**src/rtl/perceptron_train_seq.sv**
```systemverilog
// Training sequencer for the 6-bit perceptron core: loads weights, runs epochs, reads weights back.
// Optional PERC_SEQ_EARLY_STOP_EN ends the run after the first zero-error epoch.
module perceptron_train_seq #(
   parameter int unsigned NUM_SAMPLES  = 4,
   parameter int unsigned MAX_EPOCHS   = 15,
   parameter int unsigned DONE_TIMEOUT = 15,
   parameter logic [1:0]  SEL_W0       = 2'd3,
   parameter logic [1:0]  SEL_W1       = 2'd2,
   parameter logic [1:0]  SEL_W2       = 2'd1
) (
   input  logic       clk_i,
   input  logic       reset_l_i,
   input  logic       start_i,
   input  logic       wr_en_i,
   input  logic [2:0] wr_addr_i,
   input  logic [5:0] wr_x1_i,
   input  logic [5:0] wr_x2_i,
   input  logic       wr_label_i,
   input  logic [5:0] cfg_w0_i,
   input  logic [5:0] cfg_w1_i,
   input  logic [5:0] cfg_w2_i,
   input  logic [5:0] cfg_n_i,
   output logic       busy_o,
   output logic       finished_o,
   output logic       converged_o,
   output logic       timeout_err_o,
   output logic [3:0] epoch_count_o,
   output logic [3:0] err_count_o,
   output logic [5:0] w0_q_o,
   output logic [5:0] w1_q_o,
   output logic [5:0] w2_q_o,
   output logic       p_rst_l_o,
   output logic       p_go_o,
   output logic       p_update_o,
   output logic       p_correct_o,
   output logic [1:0] p_sel_out_o,
   output logic [5:0] p_in_val_o,
   input  logic       p_done_i,
   input  logic       p_classification_i,
   input  logic       p_sync_i,
   input  logic [5:0] p_out_val_i
);

   localparam logic [2:0] LastIdx = 3'(NUM_SAMPLES - 1);
   localparam logic [3:0] MaxEp   = 4'(MAX_EPOCHS);
   localparam logic [3:0] TmoLast = 4'(DONE_TIMEOUT - 1);

   typedef enum logic [3:0] {
      StIdle, StPrst, StLdW0, StLdW1, StLdW2, StLdN, StX1, StX2,
      StWait1, StWait2, StCls, StDone, StRbW0, StRbW1, StRbW2, StFin
   } state_e;

   state_e     state_q, state_d;
   logic [2:0] sample_q, sample_d;
   logic [3:0] errs_q, errs_d, ep_errs;
   logic [3:0] tmo_q, tmo_d;
   logic [3:0] epoch_q, epoch_d, err_count_q, err_count_d;
   logic       converged_q, converged_d, timeout_q, timeout_d;
   logic       adv, stop;
   logic [5:0] cfg_w0_q, cfg_w1_q, cfg_w2_q, cfg_n_q;
   logic [5:0] rb_w0_q, rb_w1_q, rb_w2_q;
   logic       busy_q, finished_q, p_rst_l_q, p_go_q, p_update_q, p_correct_q;
   logic [1:0] p_sel_q, sel_d;
   logic [5:0] p_in_val_q, in_val_d;
   logic       go_d, upd_d, correct_d;

   // Sample buffer keeps its contents across reset; writable only while idle.
   logic [5:0] x1_mem [8];
   logic [5:0] x2_mem [8];
   logic [7:0] label_mem;

   always_ff @(posedge clk_i) begin
      if (reset_l_i && state_q == StIdle && wr_en_i && wr_addr_i <= LastIdx) begin
         x1_mem[wr_addr_i]    <= wr_x1_i;
         x2_mem[wr_addr_i]    <= wr_x2_i;
         label_mem[wr_addr_i] <= wr_label_i;
      end
   end

   always_comb begin
      state_d     = state_q;
      sample_d    = sample_q;
      errs_d      = errs_q;
      tmo_d       = tmo_q;
      epoch_d     = epoch_q;
      err_count_d = err_count_q;
      converged_d = converged_q;
      timeout_d   = timeout_q;
      adv         = 1'b0;
      stop        = 1'b0;
      ep_errs     = 4'd0;
      unique case (state_q)
         StIdle: begin
            if (start_i) begin
               state_d     = StPrst;
               epoch_d     = 4'd0;
               converged_d = 1'b0;
               timeout_d   = 1'b0;
            end
         end
         StPrst:  state_d = StLdW0;
         StLdW0:  if (p_sync_i) state_d = StLdW1;
         StLdW1:  if (p_sync_i) state_d = StLdW2;
         StLdW2:  if (p_sync_i) state_d = StLdN;
         StLdN: begin
            if (p_sync_i) begin
               state_d  = StX1;
               sample_d = 3'd0;
               errs_d   = 4'd0;
            end
         end
         StX1:    state_d = StX2;
         StX2:    state_d = StWait1;
         StWait1: state_d = StWait2;
         StWait2: state_d = StCls;
         StCls: begin
            if (p_classification_i != label_mem[sample_q]) errs_d = errs_q + 4'd1;
            if (p_done_i) begin
               adv = 1'b1;
            end else begin
               state_d = StDone;
               tmo_d   = 4'd0;
            end
         end
         StDone: begin
            if (p_done_i) begin
               adv = 1'b1;
            end else if (tmo_q == TmoLast) begin
               timeout_d = 1'b1;
               state_d   = StRbW0;
            end else begin
               tmo_d = tmo_q + 4'd1;
            end
         end
         StRbW0:  state_d = StRbW1;
         StRbW1:  state_d = StRbW2;
         StRbW2:  state_d = StFin;
         StFin:   state_d = StIdle;
         default: state_d = StIdle;
      endcase

      if (adv) begin
         if (sample_q == LastIdx) begin
            ep_errs     = errs_d;
            err_count_d = ep_errs;
            epoch_d     = epoch_q + 4'd1;
            converged_d = (ep_errs == 4'd0);
            errs_d      = 4'd0;
            sample_d    = 3'd0;
`ifdef PERC_SEQ_EARLY_STOP_EN
            stop = (epoch_d == MaxEp) || (ep_errs == 4'd0);
`else
            stop = (epoch_d == MaxEp);
`endif
            state_d = stop ? StRbW0 : StX1;
         end else begin
            sample_d = sample_q + 3'd1;
            state_d  = StX1;
         end
      end
   end

   // Core-facing outputs are decoded from the next state so they register in step with it.
   always_comb begin
      go_d     = 1'b0;
      in_val_d = 6'd0;
      sel_d    = 2'd0;
      unique case (state_d)
         StLdW0:  begin go_d = 1'b1; in_val_d = cfg_w0_q; end
         StLdW1:  begin go_d = 1'b1; in_val_d = cfg_w1_q; end
         StLdW2:  begin go_d = 1'b1; in_val_d = cfg_w2_q; end
         StLdN:   begin go_d = 1'b1; in_val_d = cfg_n_q; end
         StX1:    begin go_d = 1'b1; in_val_d = x1_mem[sample_d]; end
         StX2:    begin go_d = 1'b1; in_val_d = x2_mem[sample_d]; end
         StRbW0:  sel_d = SEL_W0;
         StRbW1:  sel_d = SEL_W1;
         StRbW2:  sel_d = SEL_W2;
         default: ;
      endcase
      upd_d     = state_d inside {StX1, StX2, StWait1, StWait2, StCls, StDone};
      correct_d = upd_d & label_mem[sample_d];
   end

   always_ff @(posedge clk_i) begin
      if (!reset_l_i) begin
         state_q     <= StIdle;
         sample_q    <= 3'd0;
         errs_q      <= 4'd0;
         tmo_q       <= 4'd0;
         epoch_q     <= 4'd0;
         err_count_q <= 4'd0;
         converged_q <= 1'b0;
         timeout_q   <= 1'b0;
         cfg_w0_q    <= 6'd0;
         cfg_w1_q    <= 6'd0;
         cfg_w2_q    <= 6'd0;
         cfg_n_q     <= 6'd0;
         rb_w0_q     <= 6'd0;
         rb_w1_q     <= 6'd0;
         rb_w2_q     <= 6'd0;
         busy_q      <= 1'b0;
         finished_q  <= 1'b0;
         p_rst_l_q   <= 1'b0;
         p_go_q      <= 1'b0;
         p_update_q  <= 1'b0;
         p_correct_q <= 1'b0;
         p_sel_q     <= 2'd0;
         p_in_val_q  <= 6'd0;
      end else begin
         state_q     <= state_d;
         sample_q    <= sample_d;
         errs_q      <= errs_d;
         tmo_q       <= tmo_d;
         epoch_q     <= epoch_d;
         err_count_q <= err_count_d;
         converged_q <= converged_d;
         timeout_q   <= timeout_d;
         if (state_q == StIdle && start_i) begin
            cfg_w0_q <= cfg_w0_i;
            cfg_w1_q <= cfg_w1_i;
            cfg_w2_q <= cfg_w2_i;
            cfg_n_q  <= cfg_n_i;
         end
         if (state_q == StRbW0) rb_w0_q <= p_out_val_i;
         if (state_q == StRbW1) rb_w1_q <= p_out_val_i;
         if (state_q == StRbW2) rb_w2_q <= p_out_val_i;
         busy_q      <= (state_d != StIdle) && (state_d != StFin);
         finished_q  <= (state_d == StFin);
         p_rst_l_q   <= (state_d != StPrst);
         p_go_q      <= go_d;
         p_update_q  <= upd_d;
         p_correct_q <= correct_d;
         p_sel_q     <= sel_d;
         p_in_val_q  <= in_val_d;
      end
   end

   assign busy_o        = busy_q;
   assign finished_o    = finished_q;
   assign converged_o   = converged_q;
   assign timeout_err_o = timeout_q;
   assign epoch_count_o = epoch_q;
   assign err_count_o   = err_count_q;
   assign w0_q_o        = rb_w0_q;
   assign w1_q_o        = rb_w1_q;
   assign w2_q_o        = rb_w2_q;
   assign p_rst_l_o     = p_rst_l_q;
   assign p_go_o        = p_go_q;
   assign p_update_o    = p_update_q;
   assign p_correct_o   = p_correct_q;
   assign p_sel_out_o   = p_sel_q;
   assign p_in_val_o    = p_in_val_q;

endmodule

```
**config.mk**
```make
export PLATFORM = sky130hd
export DESIGN_NAME = perceptron_train_seq
export DESIGN_NICKNAME = d
export VERILOG_FILES = /design/src/rtl/perceptron_train_seq.sv
export SDC_FILE = /design/constraint.sdc
export NUM_CORES = 1
export LEC_CHECK = 0
export ABC_CLOCK_PERIOD_IN_PS = 3300
export CAP_MARGIN = 30
export CORE_AREA = 2 2 153 95
export CTS_BUF_LIST = sky130_fd_sc_hd__clkbuf_4
export CTS_CLUSTER_DIAMETER = 30
export CTS_CLUSTER_SIZE = 16
export DETAILED_ROUTE_END_ITERATION = 8
export DIE_AREA = 0 0 155 97
export GPL_TIMING_DRIVEN = 0
export PLACE_DENSITY = 0.85
export REMOVE_ABC_BUFFERS = 1
export SYNTH_ARGS = -nofsm -noshare
export SYNTH_HDL_FRONTEND = slang
export SYNTH_SLANG_ARGS = --single-unit
```
**constraint.sdc**
```tcl
create_clock -name clk_i -period 3.3 [get_ports clk_i]
set_clock_uncertainty 0.2 [all_clocks]
set_input_delay 0.33 -clock clk_i [delete_from_list [all_inputs] [get_ports clk_i]]
set_output_delay 0.33 -clock clk_i [all_outputs]
set_load 0.01 [all_outputs]
```
==> impl_summary.txt, run 1 <==
----------------------------------------------------
[Run status]
  Status ... completed

[Drt]
  Routed wirelength normalized by instance count ... ~19 microns
  Detailed-router iteration count before antenna repair ... 6
  Routed WL ... roughly 18,000 microns
  Highest signal layer in the routed design ... met4
  DR WL met3 ... between 1500 and 2000 microns
  Antenna Nets Post-Route ... 0
  Routed length on met2 ... 8800 microns
  Wire length on met1 ... roughly 7600 microns
  DRC viols ... 0
  Detailed-route vias per instance ... ~5.7
  Routed vias ... ~5,600
  DR iter-0 viols ... 640

[Worst setup path]
  Reg2Reg Capture Point ... p_in_val_o[1]
  Path type of the worst setup path ... flop to flop
  Critical path destination ... p_in_val_o[1]
  Type of element capturing the critical path ... flop
  Launch point of the critical path ... sample_q[0]
  Critical path peak fanout ... 11
  Data arrival time at the worst-slack endpoint ... roughly 3.4 ns
  Worst Path Required ... 3.57 ns
  Startpoint kind of the worst setup timing path ... flop
  R2R Setup Slk ... 0.13 ns
  Beginning of the worst register-to-register path ... sample_q[0]
  FF-to-FF path depth ... 8

[Synth]
  Post-synthesis sequential area ratio ... about 62%
  Yosys Warn Count ... 0
  Most used flip-flop cell after synthesis ... edfxtp_1
  Flip-flop and latch count after synthesis ... around 190
  Syn avg cell area ... 11.6 sq um
  Distinct cell type count after synthesis ... 64
  Share of flip-flops with an asynchronous set or reset ... 0%
  Number of instances in the synthesized netlist ... between 600 and 700
  Area of the mapped netlist ... around 7600 sq um
  Number of synthesized flops with an enable pin ... ~100

[Floorplanning]
  Initial standard-cell utilization of the core ... between 50% and 60%
  Die footprint ... roughly 15,000 sq um
  DIE HEIGHT ... 97 microns
  Core outline area ... between 10,000 and 15,000 sq um
  Ports ... 95
  Horizontal extent of the die ... 155 microns
  Number of cell rows ... 33

[Timing]
  Final-layout setup total negative slack ... 0 ns
  Min Tclk post-route ... roughly 3.2 ns
  Worst slew margin ... about a third
  Slew @ Worst Pin ... 0.985 ns
  Setup repair after global routing missed its margin ... false
  Ratio of final minimum period to clock period ... approximately 96%
  Fmax ... 316 MHz
  Slew Viols, Final ... 0
  Final Hold Fails ... 0
  Setup violators final ... 0

[Clocking]
  Source-to-sink clock delay at the later pin of the worst-skew pair ... approximately 0.56 ns
  Clk root buf ... clkbuf_4
  Clock buffer depth ... 2
  Sinks on Clock Net ... ~190
  Post-CTS repair timing setup buffer count ... 0
  Htree depth ... 4
  Clock-pin slew reported for the worst setup and hold paths after clock tree synthesis ... 0.15 ns
  Clock buffers created by TritonCTS ... 17
  TritonCTS clock tree ... done

[Power and ir drop]
  Max VDD drop ... 0.257 mV
  Power Density ... 463 nW/um^2
  Total leakage power ... about 0.0033 uW

[Layout]
  Area occupied by registers ... roughly 4800 sq um
  Antenna diode instance count ... 0
  Filler Cells Inserted ... 923
  Area growth syn-to-layout ... 21.7%
  Most common cell after layout, fill and taps aside ... edfxtp_1
  Area of combinational cells with multiple inputs ... between 2000 and 3000 sq um
  Finished Layout Cells ... 983
  Post-layout net count ... 854
  Share of post-route cells with drive strength above 1 ... 10.3%
  Highest-count cells in the layout ignoring fill and taps ... edfxtp_1 (104), nand2_1 (99), clkdlybuf4s50_1 (94)

[Place]
  Placed wire-length estimate ... approximately 13,000 microns
  Number of cells in the design after placement ... 950
  Routability-driven placement congestion ratio ... 0.840
  Number of input and output port buffers inserted ... between 90 and 100

[GRT]
  Gr usage total ... about a quarter
  Largest net degree at the start of global routing ... 40
  Global-route wire length before repair ... roughly 28,000 microns
  Number of global-route vias before repair ... roughly 5,600
  Number of antenna violations at the first check in global routing ... 0
  Grt total ovfl ... 0

[Run]
  Max-capacitance violation count ... 0

[Hold path]
  Min-Delay Path Class ... input port to flop

----------------------------------------------------
state kept, by name, indices dropped and copies added, names as in the netlist, 3 cells and up:
name           flops
x1_mem            48
x2_mem            48
label_mem          8
cfg_n_q            6
cfg_w0_q           6
cfg_w1_q           6
cfg_w2_q           6
p_in_val_o         6
w0_q_o             6
w1_q_o             6
w2_q_o             6
epoch_count_o      4
err_count_o        4
errs_q             4
state_q            4
tmo_q              4
sample_q           3
worst min path at each step:
stage,cells past startpoint,endpoint,startpoint
after global routing,3,cfg_w2_q[2],cfg_w2_i[2]
final,3,cfg_w2_q[2],cfg_w2_i[2]
after global placement,2,cfg_n_q[1],cfg_n_q[1]
after detailed placement,2,cfg_w1_q[1],cfg_w1_q[1]
after floorplan,0,label_mem[0],wr_label_i
after CTS,3,cfg_w2_q[2],cfg_w2_i[2]
Yosys cell counts (6+ instances only):
library cell,n,area (sq um)
and3_1,7,43.8
nand2_1,100,375
or3_1,6,37.5
and2_1,7,43.8
nor2_1,66,248
mux2_2,16,180
o21ai_0,10,50.1
o22ai_1,11,68.8
a31oi_1,9,56.3
a21oi_1,44,220
a211oi_1,11,82.6
inv_1,7,26.3
mux2i_1,32,320
mux2_1,7,78.8
clkbuf_1,15,56.3
a2111oi_0,7,61.3
edfxtp_1,104,3120
nor3_1,8,40.0
ha_1,6,75.1
nand3_1,16,80.1
dfxtp_1,81,1620
kinds of logic (layout without fill, tap and decap cells):
group                      after synthesis  in the layout  synth area share (%)
xor gates and xnor gates                 6              6                 0.691
DFF                                    185            185                  62.3
adders and majority gates                6              6                 0.986
buffers and inverters                   38            141                  2.70
AOI/OAI and AO/OA                      117            117                  10.2
muxes                                   57             57                  8.20
and+or+nand+nor                        244            244                  14.8
other                                    1             52                0.0493
where the power goes:
group	internal, uW	switching (uW)	leakage, uW
Combinational	173	245	0.00153
Sequential	2540	60.9	0.00164
Clock	474	786	0.000146
Total	3190	1090	0.00331
layout make-up:
type,count,share of cell area (%)
Clock buffer,19,1.54
Clock inverter,13,1.55
Inverter,8,0.324
Multi-Input combinational cell,482,31.7
Sequential cell,185,51.3
Tap cell,175,2.36
Timing Repair Buffer,101,11.2
through the flow:
step	cell area (sq um)	setup WS, ns	utilization (%)	total power [uW]	hold WS [ns]
after floorplan	7630	0.115	-	2840	0.229
after global placement	8790	-1.23	65.1	3010	0.245
after detailed placement	8880	-0.869	65.8	3040	0.252
after CTS	9210	-0.00344	68.2	4270	0.0694
after global routing	9260	0.00267	68.6	4430	0.0938
final	9260	0.131	68.6	4280	0.0980
per-layer routing:
layer  vias to the layer above  GRT usage (%)
met1                      2739           32.1
met4                         0           7.12
met3                        29           6.63
met5                         -              0
met2                       247           39.8
li1                       2627              -
worst max-delay path: stages, from the launching register on:
cell and delay, ns:
dfxtp_1 0.41, ha_1 0.26, nor2b_1 0.18, and3_1 0.21, a21oi_2 0.22, or2_1 0.39
or4b_4 0.57, or3_1 0.45, a31oi_1 0.20
repair_timing:
item,CTS,global route
resized for setup,16,6
hold buffers,0,0
endpoints found under the setup margin,6,5
Power figures use the tool's default switching activity.
==> run 2: changes to the inputs <==
Settings changed: ABC_CLOCK_PERIOD_IN_PS 3300 to 3600, REMOVE_ABC_BUFFERS 1 to default.
Clock period 3.3 ns to 3.6 ns, I/O delays scaled along.
==> impl_summary.txt, run 2 (synthesis gave the netlist of run 1 again) <==
----------------------------------------------------
[Layout]
  Most common cell after layout, fill and taps aside ... edfxtp_1
  Leading registers by flop count ... x1_mem: 48 flops, x2_mem: 48 flops, label_mem: 8 flops
  Area growth syn-to-layout ... 22.4%
  Highest-count cells in the layout ignoring fill and taps ... edfxtp_1 (104), nand2_1 (100), clkdlybuf4s50_1 (94)
  Finished Layout Cells ... 1,010 (+2.7%)
  Design area ... 9310 sq um (+0.57%)
  Antenna diode instance count ... 0 (unchanged)
  Share of post-route cells with drive strength above 1 ... 9.70% (-0.57 points)
  Post-layout net count ... 881 (+3.2%)

[Hold path]
  Depth of the worst hold-timing path ... 3 (unchanged)
  Min-Delay Path Class ... input port to flop
  Hold endpoint ... cfg_w2_q[1]
  Min-Delay Startpoint ... cfg_w2_i[1]

[GRT]
  Gr usage total ... 25.6% (+1.2 points)
  Number of antenna violations at the first check in global routing ... 0 (unchanged)
  Number of global-route vias before repair ... 5,484 (-1.3%)
  Largest net degree at the start of global routing ... 17 (-57%)
  Grt total ovfl ... 0 (unchanged)
  Global-route wire length before repair ... 29,200 microns (+3.0%)

[Floorplanning]
  Ports ... 95 (unchanged)
  Initial standard-cell utilization of the core ... 56.4% (unchanged)
  DIE HEIGHT ... 97 microns (unchanged)
  Die footprint ... 15,000 sq um (unchanged)
  Number of cell rows ... 33 (unchanged)
  Core outline area ... 13,500 sq um (unchanged)
  Horizontal extent of the die ... 155 microns (unchanged)

[Timing]
  Setup repair after global routing missed its margin ... false
  Min Tclk post-route ... 3.27 ns (+0.105 ns)
  Min setup slack post-route ... 0.325 ns (+0.195 ns)
  Ratio of final minimum period to clock period ... 91.0% (-5.1 points)
  Setup violators final ... 0 (unchanged)
  Final Hold Fails ... 0 (unchanged)
  Fmax ... 305 MHz (-3.2%)
  Worst slew margin ... 46.5% (+13 points)
  Slew @ Worst Pin ... 0.803 ns (-0.182 ns)
  Slew Viols, Final ... 0 (unchanged)
  WHS ... 0.134 ns (+0.0359 ns)

[Clocking]
  Clock buffer depth ... 2 (unchanged)
  Clk root buf ... clkbuf_4
  TritonCTS clock tree ... done
  Number of instances resized during post-cts repair ... 0 (-16)
  Source-to-sink clock delay at the later pin of the worst-skew pair ... 0.57 ns (about the same)
  Post-CTS repair timing setup buffer count ... 0 (unchanged)
  Sinks on Clock Net ... 185 (unchanged)
  Number of buffers inserted by hold repair at cts ... 0 (unchanged)
  Clock-pin slew reported for the worst setup and hold paths after clock tree synthesis ... 0.16 ns (about the same)
  Htree depth ... 4 (unchanged)
  Clock buffers created by TritonCTS ... 17 (unchanged)

[Place]
  Number of input and output port buffers inserted ... 94 (unchanged)
  Number of cells in the design after placement ... 978 (+2.9%)
  Placed instance area ... 9010 sq um (+1.4%)
  Routability-driven placement congestion ratio ... 0.969 (+15%)
  Minimum setup slack after placement ... 0.0106 ns (+0.879 ns)
  Placed wire-length estimate ... 14,000 microns (+10%)

[Worst setup path]
  Critical Path, Cell by Cell ... inv_1 -> ha_1 -> and3_1 -> and3_1 -> a2111oi_0 -> o32a_4 -> nor4_1 -> buf_2 -> a2111oi_0 -> a31oi_1
  FF-to-FF path depth ... 10 (+2)
  Data arrival time at the worst-slack endpoint ... 3.52 ns (+0.08 ns)
  Beginning of the worst register-to-register path ... tmo_q[0]
  Count of buffering cells on the critical path with inverters included ... 2 (+2)
  Slowest CP cell ... a2111oi_0
  Path type of the worst setup path ... flop to flop
  Largest stage delay on the critical path ... 0.56 ns (about the same)
  R2R Setup Slk ... 0.33 ns (+0.19 ns)
  Path length in cells of the critical path ... 10 (+2)
  Worst Path Required ... 3.84 ns (+0.27 ns)
  Reg2Reg Capture Point ... p_in_val_o[0]
  Category of cells accounting for the largest share of critical-path delay ... compound AO/OA/AOI/OAI gates
  Type of element capturing the critical path ... flop
  Critical path peak fanout ... 7 (-4)
  Startpoint kind of the worst setup timing path ... flop

[Drt]
  Routed vias ... 5,827 (+3.3%)
  Routed WL ... 18,900 microns (+3.7%)
  Detailed-router iteration count before antenna repair ... 8 (+2)
  Detailed-route vias per instance ... 5.77 (+0.52%)
  DRC viols ... 0 (unchanged)
  Routed wirelength normalized by instance count ... 18.7 microns (+0.92%)
  Antenna Nets Post-Route ... 0 (unchanged)
  DR iter-0 viols ... 593 (-7.3%)

[Power and ir drop]
  Max VDD drop ... 0.326 mV (+27%)
  Total leakage power ... 0.00338 uW (+1.9%)
  Power Density ... 429 nW/um^2 (-7.2%)

[Run]
  Max-capacitance violation count ... 0 (unchanged)

[Run status]
  Status ... completed

----------------------------------------------------
run 2: cell types whose count changed in the layout (fill, tap and decap cells not counted), moves of 4 or more:
cell / previous run / this run
a2111oi_0: 1 / 7
a2111oi_2: 4 / 0
buf_2: 1 / 6
buf_4: 1 / 5
buf_6: 2 / 7
clkbuf_1: 0 / 15
dfxtp_1: 77 / 81
run 2: where the power goes:
group	switching, uW	internal, uW	total [uW]
sequential	42.6	2330	2370
combinational	246	163	409
clock	718	495	1210
total	1010	2990	4000
run 2: worst max-delay path by stage:
stage / endpoint / slack (ns) / from
3_5_place_dp: p_in_val_o[4] / 0.01 / p_done_i
2_1_floorplan: label_mem[1] / 0.82 / state_q[3]
6_report: p_in_val_o[0] / 0.33 / tmo_q[0]
5_1_grt: p_in_val_o[2] / 0.005 / tmo_q[0]
3_3_place_gp: x1_mem[1][0] / -0.34 / state_q[3]
4_1_cts: p_in_val_o[1] / 0.34 / tmo_q[0]
run 2: per-layer routing:
layer	part of all wire (%)	vias up	global-route usage, %
met5	0	-	0
met4	1.2	0	6.13
met3	11	34	7.12
met2	44	300	37.5
met1	44	2822	37.9
li1	-	2671	-
run 2: stage by stage:
stage	power [uW]	utilization [%]	setup TNS, ns
2_1_floorplan	2630	-	0
4_1_cts	4000	69.0	0
6_report	4000	69.0	0
3_3_place_gp	2800	66.4	-5.45
3_5_place_dp	2820	66.7	0
5_1_grt	4140	69.0	0
run 2: layout make-up:
type | count | area (sq um)
clock inverters | 14 | 170
fillers | 976 | 4190
flip-flops and latches | 185 | 4740
multi-input cells | 482 | 2860
inverters | 8 | 30.0
clock buffers | 18 | 135
well taps | 175 | 219
plain buffers | 30 | 175
repair buffers | 98 | 976
run 2: worst register-to-register path: stages, from the launching register on:
cell       delay [ns]
dfxtp_1          0.41
inv_1            0.07
ha_1             0.19
and3_1           0.25
and3_1           0.20
a2111oi_0        0.56
o32a_4           0.34
nor4_1           0.10
buf_2            0.19
a2111oi_0        0.48
a31oi_1          0.15
